<file path="config.mk">
export PLATFORM = sky130hd
export DESIGN_NAME = host_wg_dispatcher
export DESIGN_NICKNAME = d
export VERILOG_FILES = /design/src/rtl/host_wg_dispatcher.sv
export SDC_FILE = /design/constraint.sdc
export NUM_CORES = 1
export LEC_CHECK = 0
export ABC_AREA = 1
export BUFFER_PORTS_ARGS = -buffer_cell sky130_fd_sc_hd__buf_2
export CAP_MARGIN = 20
export CORE_ASPECT_RATIO = 1.75
export CORE_UTILIZATION = 48
export DETAILED_ROUTE_END_ITERATION = 16
export GPL_TIMING_DRIVEN = 0
export PLACE_DENSITY_LB_ADDON = 0.3
export REMOVE_ABC_BUFFERS = 1
export SLEW_MARGIN = 20
export SYNTH_ARGS = -nofsm -noshare
export SYNTH_HDL_FRONTEND = slang
export SYNTH_SLANG_ARGS = --single-unit
</file>
<file path="constraint.sdc">
create_clock -name clk -period 2.2 [get_ports clk]
set_clock_uncertainty 0.05 [all_clocks]
set_input_delay 0.44 -clock clk [delete_from_list [all_inputs] [get_ports clk]]
set_output_delay 0.44 -clock clk [all_outputs]
set_load 0.05 [all_outputs]
</file>
<file path="src/rtl/host_wg_dispatcher.sv">
// host_wg_dispatcher: issues num_wg sequential workgroup requests for one kernel under an in-flight credit limit.
// Optional completion checking (bitmap + sticky err) is compiled in with HOST_DISPATCH_CHK_EN.
`default_nettype none
`timescale 1ns/1ps

module host_wg_dispatcher #(
   parameter int WG_ID_W      = 8,
   parameter int WF_CNT_W     = 3,
   parameter int WAVE_ITEM_W  = 6,
   parameter int ADDR_W       = 32,
   parameter int VGPR_W       = 11,
   parameter int SGPR_W       = 11,
   parameter int LDS_W        = 11,
   parameter int MAX_INFLIGHT = 8
) (
   input  logic                              clk,
   input  logic                              rst_n,

   input  logic                              knl_valid,
   output logic                              knl_ready,
   input  logic [WG_ID_W:0]                  knl_num_wg,
   input  logic [WF_CNT_W-1:0]               knl_num_wf,
   input  logic [WAVE_ITEM_W-1:0]            knl_wf_size,
   input  logic [ADDR_W-1:0]                 knl_start_pc,
   input  logic [ADDR_W-1:0]                 knl_pds_base,
   input  logic [ADDR_W-1:0]                 knl_pds_stride,
   input  logic [ADDR_W-1:0]                 knl_csr,
   input  logic [VGPR_W-1:0]                 knl_vgpr_per_wf,
   input  logic [SGPR_W-1:0]                 knl_sgpr_per_wf,
   input  logic [LDS_W-1:0]                  knl_lds_total,

   output logic                              host_req_valid,
   input  logic                              host_req_ready,
   output logic [WG_ID_W-1:0]                host_req_wg_id,
   output logic [WF_CNT_W-1:0]               host_req_num_wf,
   output logic [WAVE_ITEM_W-1:0]            host_req_wf_size,
   output logic [ADDR_W-1:0]                 host_req_start_pc,
   output logic [ADDR_W-1:0]                 host_req_pds_baseaddr,
   output logic [ADDR_W-1:0]                 host_req_csr_knl,
   output logic [VGPR_W-1:0]                 host_req_vgpr_size_total,
   output logic [SGPR_W-1:0]                 host_req_sgpr_size_total,
   output logic [LDS_W-1:0]                  host_req_lds_size_total,
   output logic [VGPR_W-1:0]                 host_req_vgpr_size_per_wf,
   output logic [SGPR_W-1:0]                 host_req_sgpr_size_per_wf,

   input  logic                              host_rsp_valid,
   output logic                              host_rsp_ready,
   input  logic [WG_ID_W-1:0]                host_rsp_wg_id,

   output logic                              busy,
   output logic                              kernel_done,
   output logic [$clog2(MAX_INFLIGHT+1)-1:0] inflight_cnt,
   output logic                              err
);

   localparam int IW = $clog2(MAX_INFLIGHT+1);
   localparam int NW = WG_ID_W + 1;

   typedef enum logic [1:0] {
      S_IDLE  = 2'd0,
      S_ISSUE = 2'd1,
      S_DRAIN = 2'd2,
      S_DONE  = 2'd3
   } state_t;

   state_t                    r_state;
   state_t                    w_state_nxt;

   logic [NW-1:0]             r_num_wg;
   logic [NW-1:0]             r_issued;
   logic [NW-1:0]             r_completed;
   logic [IW-1:0]             r_inflight;
   logic [ADDR_W-1:0]         r_pds_stride;

   logic [WG_ID_W-1:0]        r_wg_id;
   logic [WF_CNT_W-1:0]       r_num_wf;
   logic [WAVE_ITEM_W-1:0]    r_wf_size;
   logic [ADDR_W-1:0]         r_start_pc;
   logic [ADDR_W-1:0]         r_pds_addr;
   logic [ADDR_W-1:0]         r_csr;
   logic [VGPR_W-1:0]         r_vgpr_total;
   logic [SGPR_W-1:0]         r_sgpr_total;
   logic [LDS_W-1:0]          r_lds_total;
   logic [VGPR_W-1:0]         r_vgpr_per_wf;
   logic [SGPR_W-1:0]         r_sgpr_per_wf;
   logic                      r_busy;
   logic                      r_kernel_done;

   logic                      w_launch;
   logic                      w_req_fire;
   logic                      w_rsp_live;
   logic                      w_rsp_fire;
   logic                      w_last_issue;
   logic [NW-1:0]             w_completed_nxt;
   logic [WF_CNT_W+VGPR_W-1:0] w_vgpr_prod;
   logic [WF_CNT_W+SGPR_W-1:0] w_sgpr_prod;

   assign w_vgpr_prod = knl_num_wf * knl_vgpr_per_wf;
   assign w_sgpr_prod = knl_num_wf * knl_sgpr_per_wf;

   assign w_launch     = knl_ready & knl_valid;
   assign w_req_fire   = host_req_valid & host_req_ready;
   assign w_rsp_live   = host_rsp_valid & ((r_state == S_ISSUE) || (r_state == S_DRAIN))
                         & (r_inflight != IW'(0));
   assign w_last_issue = w_req_fire & ((r_issued + NW'(1)) == r_num_wg);

`ifdef HOST_DISPATCH_CHK_EN
   logic [(2**WG_ID_W)-1:0]   r_bitmap;
   logic                      r_err;
   logic                      w_rsp_bad_id;
   logic                      w_rsp_dup;
   logic                      w_rsp_err;

   assign w_rsp_bad_id = ({1'b0, host_rsp_wg_id} >= r_issued);
   assign w_rsp_dup    = r_bitmap[host_rsp_wg_id];
   assign w_rsp_err    = host_rsp_valid & (~w_rsp_live | w_rsp_bad_id | w_rsp_dup);
   assign w_rsp_fire   = w_rsp_live & ~w_rsp_bad_id & ~w_rsp_dup;
   assign err          = r_err;

   // A launch clears the history even if a stray completion lands in the same cycle.
   always_ff @(posedge clk or negedge rst_n) begin
      if (!rst_n) begin
         r_bitmap <= '0;
         r_err    <= 1'b0;
      end else if (w_launch) begin
         r_bitmap <= '0;
         r_err    <= 1'b0;
      end else begin
         if (w_rsp_fire)
            r_bitmap[host_rsp_wg_id] <= 1'b1;
         if (w_rsp_err)
            r_err <= 1'b1;
      end
   end
`else
   logic w_unused_rsp_id;

   assign w_unused_rsp_id = ^host_rsp_wg_id;
   assign w_rsp_fire      = w_rsp_live;
   assign err             = 1'b0;
`endif

   assign w_completed_nxt = r_completed + NW'(w_rsp_fire);

   always_comb begin
      w_state_nxt    = r_state;
      knl_ready      = 1'b0;
      host_req_valid = 1'b0;
      host_rsp_ready = 1'b1;
      case (r_state)
         S_IDLE: begin
            knl_ready = 1'b1;
            if (knl_valid)
               w_state_nxt = (knl_num_wg == NW'(0)) ? S_DONE : S_ISSUE;
         end
         S_ISSUE: begin
            host_req_valid = (r_inflight < IW'(MAX_INFLIGHT));
            if (w_last_issue)
               w_state_nxt = S_DRAIN;
         end
         S_DRAIN: begin
            if (w_completed_nxt == r_num_wg)
               w_state_nxt = S_DONE;
         end
         S_DONE: begin
            w_state_nxt = S_IDLE;
         end
         default: begin
            w_state_nxt = S_IDLE;
         end
      endcase
   end

   always_ff @(posedge clk or negedge rst_n) begin
      if (!rst_n)
         r_state <= S_IDLE;
      else
         r_state <= w_state_nxt;
   end

   always_ff @(posedge clk or negedge rst_n) begin
      if (!rst_n) begin
         r_num_wg      <= '0;
         r_issued      <= '0;
         r_completed   <= '0;
         r_inflight    <= '0;
         r_pds_stride  <= '0;
         r_wg_id       <= '0;
         r_num_wf      <= '0;
         r_wf_size     <= '0;
         r_start_pc    <= '0;
         r_pds_addr    <= '0;
         r_csr         <= '0;
         r_vgpr_total  <= '0;
         r_sgpr_total  <= '0;
         r_lds_total   <= '0;
         r_vgpr_per_wf <= '0;
         r_sgpr_per_wf <= '0;
         r_busy        <= 1'b0;
         r_kernel_done <= 1'b0;
      end else begin
         r_busy        <= (w_state_nxt != S_IDLE);
         r_kernel_done <= (w_state_nxt == S_DONE);

         if (w_launch) begin
            r_num_wg      <= knl_num_wg;
            r_issued      <= '0;
            r_completed   <= '0;
            r_pds_stride  <= knl_pds_stride;
            r_wg_id       <= '0;
            r_num_wf      <= knl_num_wf;
            r_wf_size     <= knl_wf_size;
            r_start_pc    <= knl_start_pc;
            r_pds_addr    <= knl_pds_base;
            r_csr         <= knl_csr;
            r_vgpr_total  <= w_vgpr_prod[VGPR_W-1:0];
            r_sgpr_total  <= w_sgpr_prod[SGPR_W-1:0];
            r_lds_total   <= knl_lds_total;
            r_vgpr_per_wf <= knl_vgpr_per_wf;
            r_sgpr_per_wf <= knl_sgpr_per_wf;
         end else begin
            if (w_req_fire) begin
               r_wg_id    <= r_wg_id + WG_ID_W'(1);
               r_pds_addr <= r_pds_addr + r_pds_stride;
               r_issued   <= r_issued + NW'(1);
            end
            if (w_rsp_fire)
               r_completed <= w_completed_nxt;
         end

         // A simultaneous issue and completion cancel out on the credit count.
         case ({w_req_fire, w_rsp_fire})
            2'b10:   r_inflight <= r_inflight + IW'(1);
            2'b01:   r_inflight <= r_inflight - IW'(1);
            default: r_inflight <= r_inflight;
         endcase
      end
   end

   assign host_req_wg_id            = r_wg_id;
   assign host_req_num_wf           = r_num_wf;
   assign host_req_wf_size          = r_wf_size;
   assign host_req_start_pc         = r_start_pc;
   assign host_req_pds_baseaddr     = r_pds_addr;
   assign host_req_csr_knl          = r_csr;
   assign host_req_vgpr_size_total  = r_vgpr_total;
   assign host_req_sgpr_size_total  = r_sgpr_total;
   assign host_req_lds_size_total   = r_lds_total;
   assign host_req_vgpr_size_per_wf = r_vgpr_per_wf;
   assign host_req_sgpr_size_per_wf = r_sgpr_per_wf;
   assign busy                      = r_busy;
   assign kernel_done               = r_kernel_done;
   assign inflight_cnt              = r_inflight;

endmodule

`default_nettype wire

</file>
==> flow_summary_export.csv <==
group,metric,value,unit
final_layout,seqCellArea,5880,um^2
power_and_ir_drop,peakVddDrop,0.706,mV
synthesis,ys_seq_elements,235,
timing,hold_violations,0,
final_layout,synthToLayoutAreaGrowth,34.6,%
die,die_h,221,um
setup_path,rr_endpoint,"kernel_done",
timing,tns,-1830,ps
timing,grt_setup_unrepaired,"yes",
detailed_routing,num_vias,12831,
detailed_routing,wirelength,39.8,mm
placed_design,dp.cells,2353,
synthesis,muxShareOfSynthArea,0,%
setup_path,reg2reg_slack,-430,ps
timing,setup_violations,13,
final_layout,drive_above_1_share,31.1,%
synthesis,synth_area_leaders,"dfrtp_1 (45%), nand2_1 (21%), ha_1 (5.7%)",
die,die_x,127,um
flow_run,maxCapViolCount,0,
placed_design,dp_hpwl,26.8,mm
power_and_ir_drop,power.density,545,nW/um^2
synthesis,synth-xor-area-share,2.45,%
timing,finalCriticalPeriod,2630,ps
die,pin_count,370,
timing,period_share,120,%
clock_network,cts.path.max_buffers,3,
synthesis,synth_area_leader_cell,"dfrtp_1",
hold_path,min_path_cells,3,
placed_design,portBuffers,359,
final_layout,finalNonFillerCells,2460,
final_layout,fin_util,66.2,%
synthesis,synth_flop_cell,"dfrtp_1",
synthesis,yosysUniqueCellTypes,44,
placed_design,gp_congestion,0.906,
hold_path,hp-start,"knl_csr[26]",
setup_path,crit_path_max_fanout,5,
synthesis,async_flop_share,100,%
detailed_routing,ant_nets,0,
synthesis,yosys.area_share.simple,28.9,%
global_route,antenna_found_initial,6,
final_layout,final_cell_mix,"nand2_1 (689), buf_2 (349), dfrtp_1 (232)",
detailed_routing,drt_iter0_drc,671,
synthesis,yosysWarnings,0,
power_and_ir_drop,p_leak,9.97,nW
synthesis,synthCells,1722,
outcome,violations,"negative setup slack",
global_route,grt_pass1_wl,60.0,mm
clock_network,clk_latency,530,ps
clock_network,ctsHtreeMaxLevel,1,
die,core,26700,um^2
setup_path,required,2620,ps
setup_path,crit_slowest_cell,"dfrtp_1",
synthesis,synth_top_cell_area_share,44.8,%
clock_network,clkTransAtPathRegs,70,ps
clock_network,root_buffer,"clkbuf_16",
setup_path,critPathLaunchType,"register",
clock_network,cts_tree,"built",
synthesis,synth-compound-area-share,9.11,%
timing,fin_ws,-432,ps
clock_network,cts.sinks,235,
final_layout,nNetsFinal,2387,
final_layout,multi_input_area,7260,um^2
placed_design,placedInstanceArea,15300,um^2
final_layout,nFillCells,2219,
setup_path,cpPeakStageDelay,400,ps
setup_path,reg2reg_depth,20,
setup_path,critPathTopFamily,"simple AND/OR/NAND/NOR gates",
final_layout,final_common_cell,"nand2_1",
synthesis,synth_top_family_by_area,"simple AND/OR/NAND/NOR gates",
setup_path,cp_num_buf_inv,1,
synthesis,synth-adder-area-share,8.77,%
setup_path,arrival,3050,ps
synthesis,syn_area_per_cell,7.62,um^2
global_route,grt_overflow_total,0,
setup_path,r2r_start,"r_state[1]",
synthesis,mappedNetlistArea,13100,um^2
detailed_routing,vias_per_cell,5.22,
synthesis,seq_area_frac_synth,44.8,%
setup_path,cp_cell_sequence,"inv_2, ha_4, nand2_4, nor2_4, ha_4, ha_4, nand2_4, nand2_2, nand2_1, nand2_2, nand2_2, nor2_2, nand3_2, nor2_2, nand3_2, nand2_1, nand2_1, nand2_1, nand2_2, a21oi_2",
global_route,first_global_vias,12475,
detailed_routing,drc,0,
die,die_area,28000,um^2
die,rows,79,
synthesis,synth_edf_count,0,
detailed_routing,drt_first_pass_iters,5,
timing,slew_violations,0,
outcome,status,"finished, violations left",
die,initial_utilization,49.2,%
setup_path,end_kind,"register",
global_route,grt.total_usage,26.7,%
detailed_routing,wl_per_cell,16.2,um
global_route,grt_max_degree,100,
timing,max_freq,380,MHz
setup_path,path_class,"register to register",
hold_path,hp-class,"primary input to register",
hold_path,hold_path_end,"host_req_csr_knl[26]",
clock_network,numCtsBuffers,24,
final_layout,finish.instance_area,17700,um^2
[worst max-delay path by stage]
stage                    start                   endpoint  slack (ps)  depth (start not counted)
6_report            r_state[1]                kernel_done        -430                         20
2_1_floorplan       r_state[0]                r_issued[5]       -7300                          7
3_5_place_dp        r_state[1]  host_req_pds_baseaddr[31]       -1480                          7
3_3_place_gp        r_state[0]                r_issued[6]      -14030                          7
4_1_cts        inflight_cnt[3]                kernel_done        -360                         18
5_1_grt             r_state[1]                kernel_done        -550                         20
[cell families after synthesis]
| kind of cell | Yosys count |
|---|---|
| compound gates | 220 |
| xor+xnor | 35 |
| other cells | 2 |
| flops | 235 |
| fa+ha+maj | 80 |
| simple gates | 949 |
| buf+inv | 201 |
[state kept, by name, summed over array words and instances (netlist names)]
name and count:
kernel_done 1, r_issued 9, host_req_sgpr_size_total 11, host_req_start_pc 32, host_req_pds_baseaddr 32, inflight_cnt 4, host_req_vgpr_size_per_wf 11, host_req_sgpr_size_per_wf 11
host_req_vgpr_size_total 11, host_req_wg_id 8, r_pds_stride 32, r_state 2, host_req_lds_size_total 11, busy 1, host_req_num_wf 3, r_num_wg 9
host_req_wf_size 6, r_completed 9, host_req_csr_knl 32
[worst reg2reg max path, cell delays in order, from the launching register on]
cell and delay (ps):
dfrtp_1 400, inv_2 70, ha_4 270, nand2_4 40
nor2_4 190, ha_4 180, ha_4 170, nand2_4 60
nand2_2 70, nand2_1 70, nand2_2 80, nand2_2 50
nor2_2 110, nand3_2 80, nor2_2 90, nand3_2 110
nand2_1 90, nand2_1 60, nand2_1 110, nand2_2 80
a21oi_2 110
[stage by stage]
| step | hold WS (ps) | total power [mW] | setup WS [ps] |
|---|---|---|---|
| after floorplan | 94.4 | 4.68 | -7300 |
| after CTS | 19.6 | 9.62 | -365 |
| after detailed placement | 330 | 5.04 | -1480 |
| final | 43.5 | 9.63 | -432 |
| after global routing | 37.0 | 9.93 | -545 |
| after global placement | 407 | 5.00 | -14030 |
[power breakdown]
group | switching [mW] | internal (mW)
combinational | 0.446 | 0.373
clock | 1.87 | 2.63
sequential | 0 | 4.32
[synth_stat cells, types with 3 or more instances]
cell type,instances
clkbuf_1,33
xor2_1,24
buf_1,10
nor3_1,13
o21ai_2,3
nand2_1,737
o21ai_1,19
nand4_1,7
a22o_1,4
nand2_2,9
nor4_1,3
dfrtp_1,235
a31oi_1,5
inv_1,138
nor2_2,5
ha_1,60
o21a_1,5
o22ai_1,12
nand3_2,5
xnor2_1,10
nor2_1,103
a21oi_1,68
fa_1,20
buf_2,14
o21ai_0,93
nand3_1,58
[layer usage]
metal  global-route usage [%]  up-vias  share of wire [%]
met5                        0        -               0.13
met4                     11.0        8                3.3
li1                         -     6229                  -
met1                     30.0     6129                 38
met3                     5.75       93                6.0
met2                     48.7      372                 53
[timing repair]
action | in CTS | in global routing
gates cloned | 2 | 1
hold buffers | 1 | 0
resized for setup | 109 | 135
setup buffers | 33 | 24
pin swaps | 43 | 88
hold endpoints to repair | 49 | 0
endpoints found under the setup margin | 141 | 64
[layout make-up]
| cell class | instances | area share [%] |
|---|---|---|
| clock buffer | 27 | 3.70 |
| sequential | 235 | 33.3 |
| clock inverter | 17 | 1.19 |
| tap | 324 | 2.29 |
| timing repair buffer | 426 | 15.1 |
| antenna | 3 | 0.0425 |
| multi-input combinational | 1286 | 41.1 |
| inverter | 142 | 3.31 |
Note: power is estimated with default switching activity, not from simulation.
